$ cat src/rtl/sar_adc_if.sv
// sar_adc_if: signal bundle between the SAR controller and its environment.
//   start_i    - conversion request (environment -> controller)
//   cmp_i      - comparator decision (comparator netlist -> controller)
//   sample_o   - track/hold control, 1 = track
//   dac_code_o - trial code driven to the DAC
//   busy_o     - conversion in progress
//   data_o     - last completed result
//   valid_o    - one-cycle pulse when data_o updates
// The controller connects through the slave modport; the requester/comparator
// side (or a bench) uses the master modport.
interface sar_adc_if #(
    parameter int WIDTH = 10
);
    logic             start_i;
    logic             cmp_i;
    logic             sample_o;
    logic [WIDTH-1:0] dac_code_o;
    logic             busy_o;
    logic [WIDTH-1:0] data_o;
    logic             valid_o;

    modport slave (
        input  start_i,
        input  cmp_i,
        output sample_o,
        output dac_code_o,
        output busy_o,
        output data_o,
        output valid_o
    );

    modport master (
        output start_i,
        output cmp_i,
        input  sample_o,
        input  dac_code_o,
        input  busy_o,
        input  data_o,
        input  valid_o
    );
endinterface

$ cat src/rtl/sar_adc.sv
// sar_adc_ctrl: successive-approximation ADC controller.
// Tracks the input for ACQ_CYCLES, then binary-searches the code MSB first,
// holding each trial DAC code for SETTLE_CYCLES and sampling the comparator
// only at the edge that ends the last settle cycle of each bit.
// Ports:
//   clk   - rising-edge clock
//   rst_n - asynchronous active-low reset; aborts any conversion in flight
//   bus   - sar_adc_if.slave (start_i, cmp_i in; sample_o, dac_code_o,
//           busy_o, data_o, valid_o out), all outputs registered
module sar_adc_ctrl #(
    parameter int WIDTH         = 10,
    parameter int ACQ_CYCLES    = 4,
    parameter int SETTLE_CYCLES = 2
) (
    input  logic     clk,
    input  logic     rst_n,
    sar_adc_if.slave bus
);
    localparam int ACQ_W    = $clog2(ACQ_CYCLES + 1);
    localparam int SETTLE_W = $clog2(SETTLE_CYCLES + 1);
    localparam int IDX_W    = $clog2(WIDTH);

    localparam logic [WIDTH-1:0] MSB_ONE = {1'b1, {(WIDTH-1){1'b0}}};

    typedef enum logic [1:0] {IDLE, ACQUIRE, CONVERT} state_t;

    state_t              state,      state_nxt;
    logic [ACQ_W-1:0]    acq_cnt,    acq_cnt_nxt;
    logic [SETTLE_W-1:0] settle_cnt, settle_cnt_nxt;
    logic [IDX_W-1:0]    bit_idx,    bit_idx_nxt;
    logic [WIDTH-1:0]    trial,      trial_nxt;
    logic                sample,     sample_nxt;
    logic [WIDTH-1:0]    dac_code,   dac_code_nxt;
    logic                busy,       busy_nxt;
    logic [WIDTH-1:0]    data,       data_nxt;
    logic                valid,      valid_nxt;
    logic [WIDTH-1:0]    code;
    logic [IDX_W-1:0]    idx_m1;

    always_ff @(posedge clk or negedge rst_n) begin
        if (!rst_n) begin
            state      <= IDLE;
            acq_cnt    <= '0;
            settle_cnt <= '0;
            bit_idx    <= '0;
            trial      <= '0;
            sample     <= 1'b0;
            dac_code   <= '0;
            busy       <= 1'b0;
            data       <= '0;
            valid      <= 1'b0;
        end else begin
            state      <= state_nxt;
            acq_cnt    <= acq_cnt_nxt;
            settle_cnt <= settle_cnt_nxt;
            bit_idx    <= bit_idx_nxt;
            trial      <= trial_nxt;
            sample     <= sample_nxt;
            dac_code   <= dac_code_nxt;
            busy       <= busy_nxt;
            data       <= data_nxt;
            valid      <= valid_nxt;
        end
    end

    always_comb begin
        state_nxt      = state;
        acq_cnt_nxt    = acq_cnt;
        settle_cnt_nxt = settle_cnt;
        bit_idx_nxt    = bit_idx;
        trial_nxt      = trial;
        sample_nxt     = sample;
        dac_code_nxt   = dac_code;
        busy_nxt       = busy;
        data_nxt       = data;
        valid_nxt      = 1'b0;
        idx_m1         = bit_idx - 1'b1;
        // Current trial with the bit under test resolved by the comparator.
        code           = trial;
        if (!bus.cmp_i) begin
            code[bit_idx] = 1'b0;
        end

        case (state)
            IDLE: begin
                if (bus.start_i) begin
                    state_nxt   = ACQUIRE;
                    sample_nxt  = 1'b1;
                    busy_nxt    = 1'b1;
                    acq_cnt_nxt = ACQ_W'(ACQ_CYCLES - 1);
                end
            end
            ACQUIRE: begin
                if (acq_cnt == '0) begin
                    state_nxt      = CONVERT;
                    sample_nxt     = 1'b0;
                    bit_idx_nxt    = IDX_W'(WIDTH - 1);
                    trial_nxt      = MSB_ONE;
                    dac_code_nxt   = MSB_ONE;
                    settle_cnt_nxt = SETTLE_W'(SETTLE_CYCLES - 1);
                end else begin
                    acq_cnt_nxt = acq_cnt - 1'b1;
                end
            end
            CONVERT: begin
                if (settle_cnt != '0) begin
                    settle_cnt_nxt = settle_cnt - 1'b1;
                end else if (bit_idx != '0) begin
                    // Keep/clear this bit, then try the next lower one.
                    code[idx_m1]   = 1'b1;
                    bit_idx_nxt    = idx_m1;
                    trial_nxt      = code;
                    dac_code_nxt   = code;
                    settle_cnt_nxt = SETTLE_W'(SETTLE_CYCLES - 1);
                end else begin
                    state_nxt    = IDLE;
                    data_nxt     = code;
                    valid_nxt    = 1'b1;
                    busy_nxt     = 1'b0;
                    dac_code_nxt = '0;
                    trial_nxt    = '0;
                end
            end
            default: begin
                state_nxt = IDLE;
            end
        endcase
    end

    assign bus.sample_o   = sample;
    assign bus.dac_code_o = dac_code;
    assign bus.busy_o     = busy;
    assign bus.data_o     = data;
    assign bus.valid_o    = valid;
endmodule
$ cat src/flat_wrapper.sv
// flat-port wrapper written by rule: the top's interface ports become plain ports
module sar_adc_ctrl_flat 
#(
    parameter int WIDTH         = 10,
    parameter int ACQ_CYCLES    = 4,
    parameter int SETTLE_CYCLES = 2
)
  (clk, rst_n, bus_start_i, bus_cmp_i, bus_sample_o, bus_dac_code_o, bus_busy_o, bus_data_o, bus_valid_o);
  sar_adc_if #(.WIDTH(WIDTH)) bus_i ();
  input  logic clk;
  input  logic rst_n;
  input wire logic [$bits(bus_i.start_i)-1:0] bus_start_i;
  input wire logic [$bits(bus_i.cmp_i)-1:0] bus_cmp_i;
  output wire logic [$bits(bus_i.sample_o)-1:0] bus_sample_o;
  output wire logic [$bits(bus_i.dac_code_o)-1:0] bus_dac_code_o;
  output wire logic [$bits(bus_i.busy_o)-1:0] bus_busy_o;
  output wire logic [$bits(bus_i.data_o)-1:0] bus_data_o;
  output wire logic [$bits(bus_i.valid_o)-1:0] bus_valid_o;
  assign bus_i.start_i = bus_start_i;
  assign bus_i.cmp_i = bus_cmp_i;
  assign bus_sample_o = bus_i.sample_o;
  assign bus_dac_code_o = bus_i.dac_code_o;
  assign bus_busy_o = bus_i.busy_o;
  assign bus_data_o = bus_i.data_o;
  assign bus_valid_o = bus_i.valid_o;
  sar_adc_ctrl #(.WIDTH(WIDTH), .ACQ_CYCLES(ACQ_CYCLES), .SETTLE_CYCLES(SETTLE_CYCLES)) u_core (.clk(clk), .rst_n(rst_n), .bus(bus_i));
endmodule
$ cat config.mk
export PLATFORM = sky130hd
export DESIGN_NAME = sar_adc_ctrl_flat
export DESIGN_NICKNAME = d
export VERILOG_FILES = /design/src/rtl/sar_adc_if.sv /design/src/rtl/sar_adc.sv /design/src/flat_wrapper.sv
export SDC_FILE = /design/constraint.sdc
export NUM_CORES = 1
export LEC_CHECK = 0
export CAP_MARGIN = 20
export CORE_MARGIN = 1
export CORE_UTILIZATION = 30
export CTS_CLUSTER_SIZE = 10
export DETAILED_ROUTE_END_ITERATION = 12
export PLACE_DENSITY = 0.47
export SETUP_SLACK_MARGIN = 0.4
export SYNTH_ARGS = -nofsm -noshare
export SYNTH_HDL_FRONTEND = slang
export SYNTH_SLANG_ARGS = --single-unit
$ cat constraint.sdc
create_clock -name clk -period 2.76 [get_ports clk]
set_input_delay 0.552 -clock clk [delete_from_list [all_inputs] [get_ports clk]]
set_output_delay 0.552 -clock clk [all_outputs]
set_load 0.05 [all_outputs]
==> results of run 1 <==
power breakdown:
part	switching (mW)	internal, mW
Sequential	0.0747	0.592
Clock	0.167	0.192
Combinational	0.664	0.377
area by class of cell:
type	count	area, um^2
fillers	619	3701
multi-input cells	144	935.9
flip-flops and latches	34	850.8
repair buffers	32	305.3
well taps	75	93.84
clock buffers	6	82.58
inverters	15	56.30
cells in the final DEF, fill, tap and decap left out, types with 8 or more instances in the layout:
cell / count
dfrtp_1: 34
nand2_1: 29
clkdlybuf4s50_1: 26
o21ai_0: 16
inv_1: 14
ha_1: 9
nor2_1: 8
per-layer routing:
layer  GRT usage  vias up
met5           0        -
met4     0.05789        0
met3     0.03444        7
met2      0.2408       31
met1      0.1838      711
li1            -      785
how the worst max path moves through the flow:
| stage | depth (start not counted) | from | slack, ns | end |
|---|---|---|---|---|
| floorplan | 7 | u_core.bit_idx[0]$_DFFE_PN0P_ | 0.99 | u_core.bus.data_o[2]$_DFFE_PN0P_ |
| global placement | 5 | bus_cmp_i | 0.58 | u_core.bus.dac_code_o[9]$_DFFE_PN0P_ |
| detailed placement | 5 | bus_cmp_i | 0.62 | u_core.bus.dac_code_o[9]$_DFFE_PN0P_ |
| CTS | 7 | u_core.bit_idx[0]$_DFFE_PN0P_ | 0.67 | u_core.bus.dac_code_o[7]$_DFFE_PN0P_ |
| global route | 7 | u_core.bit_idx[0]$_DFFE_PN0P_ | 0.47 | u_core.bus.dac_code_o[7]$_DFFE_PN0P_ |
| finish | 7 | u_core.bit_idx[0]$_DFFE_PN0P_ | 0.66 | u_core.bus.dac_code_o[7]$_DFFE_PN0P_ |
cells in the mapped netlist (all sizes together) (4+ instances only):
library cell,count
dfrtp,34
nand2b,7
buf,7
a21oi,5
a31oi,6
nand2,29
nor2,9
nand3,6
ha,9
inv,15
o21ai,24
clkbuf,4
cells by family after synthesis:
logic type               synth area share
flip-flops                         0.4474
XOR/XNOR                         0.004606
buffers and inverters             0.06052
adder cells (fa/ha/maj)           0.05921
AO/OA/AOI/OAI                      0.2290
AND/OR/NAND/NOR                    0.1658
multiplexers                      0.03355
registers in the layout, summed over array words and instances, names as in the netlist:
name and cells:
u_core.bus.busy_o 1, u_core.state 2, u_core.acq_cnt 3, u_core.settle_cnt 2, u_core.bus.valid_o 1, u_core.bus.sample_o 1
u_core.bit_idx 4, u_core.bus.data_o 10, u_core.bus.dac_code_o 10
tightest hold or removal path, delay by kind of cell, from the launching register on:
family | cells | cell delay (ns)
flip-flops | 1 | 0.34
AO/OA/AOI/OAI | 1 | 0.05
AND/OR/NAND/NOR | 1 | 0.04
stage by stage:
| stage | instances | setup slack (ns) | hold slack, ns | util |
|---|---|---|---|---|
| final | 306 | 0.6555 | 0.4736 | 0.3858 |
| after global routing | 306 | 0.4737 | 0.5110 | 0.3858 |
| after CTS | 306 | 0.6651 | 0.4828 | 0.3858 |
| after detailed placement | 300 | 0.6194 | 0.4682 | 0.3721 |
| after global placement | 300 | 0.5762 | 0.4673 | 0.3721 |
| after floorplan | 204 | 0.9871 | 0.2564 | - |
==> metrics.txt, run 1 <==
All-Layer GR Usage=0.1461; drt pass-1 iters=4; Arr. time, crit path=2.29 ns; skew final=0.002452 ns; asr flop ratio synth=1.000; number of flops mapped to enable cells by yosys=0; IO Port Bufs=26; Total Power=just over 2 mW; GRT Residual Overflow=0; H-tree levels=2; CP Capture Type=flop; synth warn=0; DP Wirelength=3.096 mm; root buffer cell=clkbuf_8; unrepaired setup endpoints after global routing=false; LEAKAGE=0.9667 nW; Hold WC Path Type=flop to flop; Synth area leader=dfrtp_1; Hold Path Origin=u_core.bus.data_o[0]$_DFFE_PN0P_; Worst R2R End=u_core.bus.dac_code_o[7]$_DFFE_PN0P_; Worst Path Required=2.95 ns; number of gates resized after CTS=0; CTS tree=yes; Clock Tree Buf Depth=2; CP Class=flop to flop; CTS hold repair buffers=0; highest net fanout along the worst path=15; top cells by area, synth=dfrtp_1, ha_1, nand2_1; share of layout cells above drive strength 1=0.09091; Slew Limit Headroom=0.5680; Die Width=81.62 um; RePlAce Congestion=0.8014; fmax=0.4752 GHz; CP Buf/Inv Count=3; I/O pin total=27; via count=1534; Syn Nets=between 200 and 250; R2R cell count=7; Routed Antenna Nets=0; Hold Path Depth=2; die footprint=6662 um^2; Peak supply drop=0.0004042 V; Syn-to-layout area delta=22.24%; Max Cap Viol=0; Max Slew Vio Count=0; status=finished, final reports clean; met2 routed WL=1.975 mm; DRC violations left=0; Fin. Hold Viols=0; count of final setup violators=0; setup TNS=0 ns; critical path, cell by cell=inv_1 -> ha_1 -> buf_4 -> inv_2 -> o21ai_2 -> or2_1 -> o32ai_1; WL final=4.379 mm; Slew @ Worst Pin=between 0.6 and 0.7 ns; CTS Buf Count=5; vias in the first global route=1498; Setup crit start kind=flop; first-pass GRT wire length=between 7 and 8 mm; Yosys top cell area share=0.4474; Rows=28; Worst R2R Start=u_core.bit_idx[0]$_DFFE_PN0P_; later-pin clock latency in the skew report=0.28 ns; register bit total from synthesis=34; Sink Count=34; routed wl met3=roughly 170 um; post-synth cell types=50; PwrDens=roughly 890 nW/um^2; Main synth FF type=dfrtp_1; Post-Route M1 WL=2.154 mm; Initial Utilization=0.3156; final worst path period need=2.105 ns; Final nets=245; Initial DRC Count=64; setup slack, reg-to-reg=approximately 0.66 ns; Worst-path clk slew=0.06 ns; die height=81.62 um; core footprint=6026 um^2; mean post-synth cell area=9.323 um^2; total setup buffers inserted after CTS=0; Cell Area, Placed=between 2000 and 2500 um^2; largest net degree at the start of global routing=35; Hold Path End=u_core.bus.data_o[0]$_DFFE_PN0P_; Design Area, Final=2325 um^2; Slowest cell on crit path=dfrtp_1; Cells after Synth=204; slowest stage delay, CP=0.46 ns; antenna violations before repair=0; routed length per instance=14.31 um; synthesized area=1902 um^2; post-synthesis sequential area ratio=0.4474; Via density=5.013; top sig layer=met4; delay-heaviest family, CP=buffers and inverters; antenna cells=0; crit share post-route=0.7625
(Power assumes the default switching activity.)
==> run 2: changes to the inputs <==
Clock period 2.76 ns to 2 ns, I/O delays scaled along.
==> metrics.txt, run 2 (same netlist as run 1, synthesis figures left out) <==
GRT Residual Overflow=0 (unchanged); Arr. time, crit path=1.82 ns (-0.47 ns); setup TNS=0 ns (unchanged); highest net fanout along the worst path=4 (-11); most common cell after layout, fill and taps aside=dfrtp_1; routed wl met3=185 um (+8.8%); first-pass GRT wire length=8.362 mm (+15%); antenna cells=0 (unchanged); root buffer cell=clkbuf_8; Clock Tree Buf Depth=2 (unchanged); PwrDens=1335 nW/um^2 (+50%); Rows=28 (unchanged); Peak supply drop=0.0006988 V (+73%); skew final=0.005926 ns (+0.003474 ns); Initial Utilization=0.3156 (unchanged); Slew @ Worst Pin=0.4878 ns (-0.1602 ns); I/O pin total=27 (unchanged); RePlAce Congestion=0.7824 (-2.4%); Cell Area, Placed=2337 um^2 (+4.2%); CP Class=flop to flop; IO Port Bufs=26 (unchanged); met2 routed WL=2.357 mm (+19%); Hold WC Path Type=primary input to async pin; die footprint=6662 um^2 (unchanged); vias in the first global route=1639 (+9.4%); Setup crit start kind=flop; share of layout cells above drive strength 1=0.3500 (+0.2591); unrepaired setup endpoints after global routing=true; WL final=5.126 mm (+17%); Worst Path Required=2.17 ns (-0.78 ns); Syn-to-layout area delta=44.67%; core footprint=6026 um^2 (unchanged); CTS hold repair buffers=0 (unchanged); Die Width=81.62 um (unchanged); fill count=586 (-5.3%); Via density=5.107 (+1.9%); CTS tree=yes; LEAKAGE=1.214 nW (+26%); Max Cap Viol=0 (unchanged); CTS Buf Count=5 (unchanged); Design Area, Final=2751 um^2 (+18%); All-Layer GR Usage=0.1697 (+0.02353); top sig layer=met4; via count=1711 (+12%); most frequent cells in the layout=dfrtp_1, buf_4, nand2_1; H-tree levels=2 (unchanged); Final nets=272 (+11%); DRC violations left=0 (unchanged); Fin. Hold Viols=0 (unchanged); later-pin clock latency in the skew report=0.29 ns (about the same); CP Capture Type=flop; final worst path period need=1.648 ns (-0.4563 ns); worst hold margin=0.1289 ns (-0.3447 ns); antenna violations before repair=0 (unchanged); Initial DRC Count=76 (+19%); Max Slew Vio Count=0 (unchanged); count of final setup violators=0 (unchanged); die height=81.62 um (unchanged); drt pass-1 iters=4 (unchanged); status=finished, final reports clean; Slew Limit Headroom=0.6761 (+0.1081); fmax=0.6067 GHz (+28%); Sink Count=34 (unchanged); crit share post-route=0.8241 (+0.06161); Routed Antenna Nets=0 (unchanged); DP Wirelength=3.323 mm (+7.3%); Post-Route M1 WL=2.498 mm (+16%); Worst-path clk slew=0.07 ns (about the same); routed length per instance=15.30 um (+6.9%); largest net degree at the start of global routing=35 (unchanged)
==> run 2: cell count changes in the layout (fill, tap and decap cells not counted), moves of 4 or more <==
cell             before  now
clkbuf_2              0    7
ha_1                  9    2
o21ai_0              16    8
clkdlybuf4s50_1      26    1
clkdlybuf4s15_1       0   10
ha_4                  0    6
o21ai_1               6   10
buf_4                 6   29
==> run 2: where the power goes <==
part	switching [mW]	internal [mW]
Combinational	1.18	0.937
Clock	0.265	0.367
Sequential	0.113	0.817
Total	1.55	2.12
==> run 2: metal layers <==
| layer | GRT usage | vias to the layer above |
|---|---|---|
| li1 | - | 840 |
| met1 | 0.2290 | 825 |
| met2 | 0.2692 | 39 |
| met3 | 0.03000 | 7 |
| met4 | 0.06491 | 0 |
| met5 | 0 | - |
==> run 2: what timing repair did <==
item | in CTS | in global routing
gates resized for setup | 57 | 46
cloned | 0 | 0
endpoints found under the setup margin | 51 | 40
setup buffers | 13 | 4
pin swaps | 6 | 7
==> run 2: worst paths after layout <==
path                            slack [ns]  depth (start not counted)                               end                             start
worst max-delay path                  0.35                          8     u_core.bit_idx[3]$_DFFE_PN0P_     u_core.acq_cnt[0]$_DFFE_PN0P_
worst min-delay path                  0.13                          2  u_core.bus.data_o[4]$_DFFE_PN0P_                             rst_n
worst max register to register        0.35                          8     u_core.bit_idx[3]$_DFFE_PN0P_     u_core.acq_cnt[0]$_DFFE_PN0P_
worst min register to register        0.48                          2  u_core.bus.data_o[3]$_DFFE_PN0P_  u_core.bus.data_o[3]$_DFFE_PN0P_
max in group asynchronous             1.52                          2     u_core.bit_idx[2]$_DFFE_PN0P_                             rst_n
min in group clk                      0.48                          2  u_core.bus.data_o[3]$_DFFE_PN0P_  u_core.bus.data_o[3]$_DFFE_PN0P_
==> run 2: per-stage QoR <==
step / std cells / power [mW] / util / setup slack, ns
floorplan: 204 / 2.039 / - / 0.2831
global placement: 310 / 2.517 / 0.3879 / 0.08655
detailed placement: 310 / 2.510 / 0.3879 / 0.09104
CTS: 331 / 3.505 / 0.4406 / 0.3281
global route: 335 / 3.956 / 0.4566 / 0.2347
finish: 335 / 3.674 / 0.4566 / 0.3518
==> run 2: area by class of cell <==
cell class	count	area, um^2	share of cell area
tap	75	93.84	0.03411
timing repair buffer	59	494.2	0.1796
clock inverter	3	40.04	0.01455
inverter	15	56.30	0.02046
clock buffer	5	68.82	0.02501
sequential	34	853.3	0.3101
multi-input combinational	144	1145	0.4161
==> run 2: critical path: stages, from the launching register on <==
cell and delay, ns:
dfrtp_1 0.40, inv_2 0.09, ha_4 0.14, ha_4 0.12, nand2b_4 0.13, o211ai_1 0.16
buf_4 0.20, o41ai_2 0.18, o21ai_1 0.09
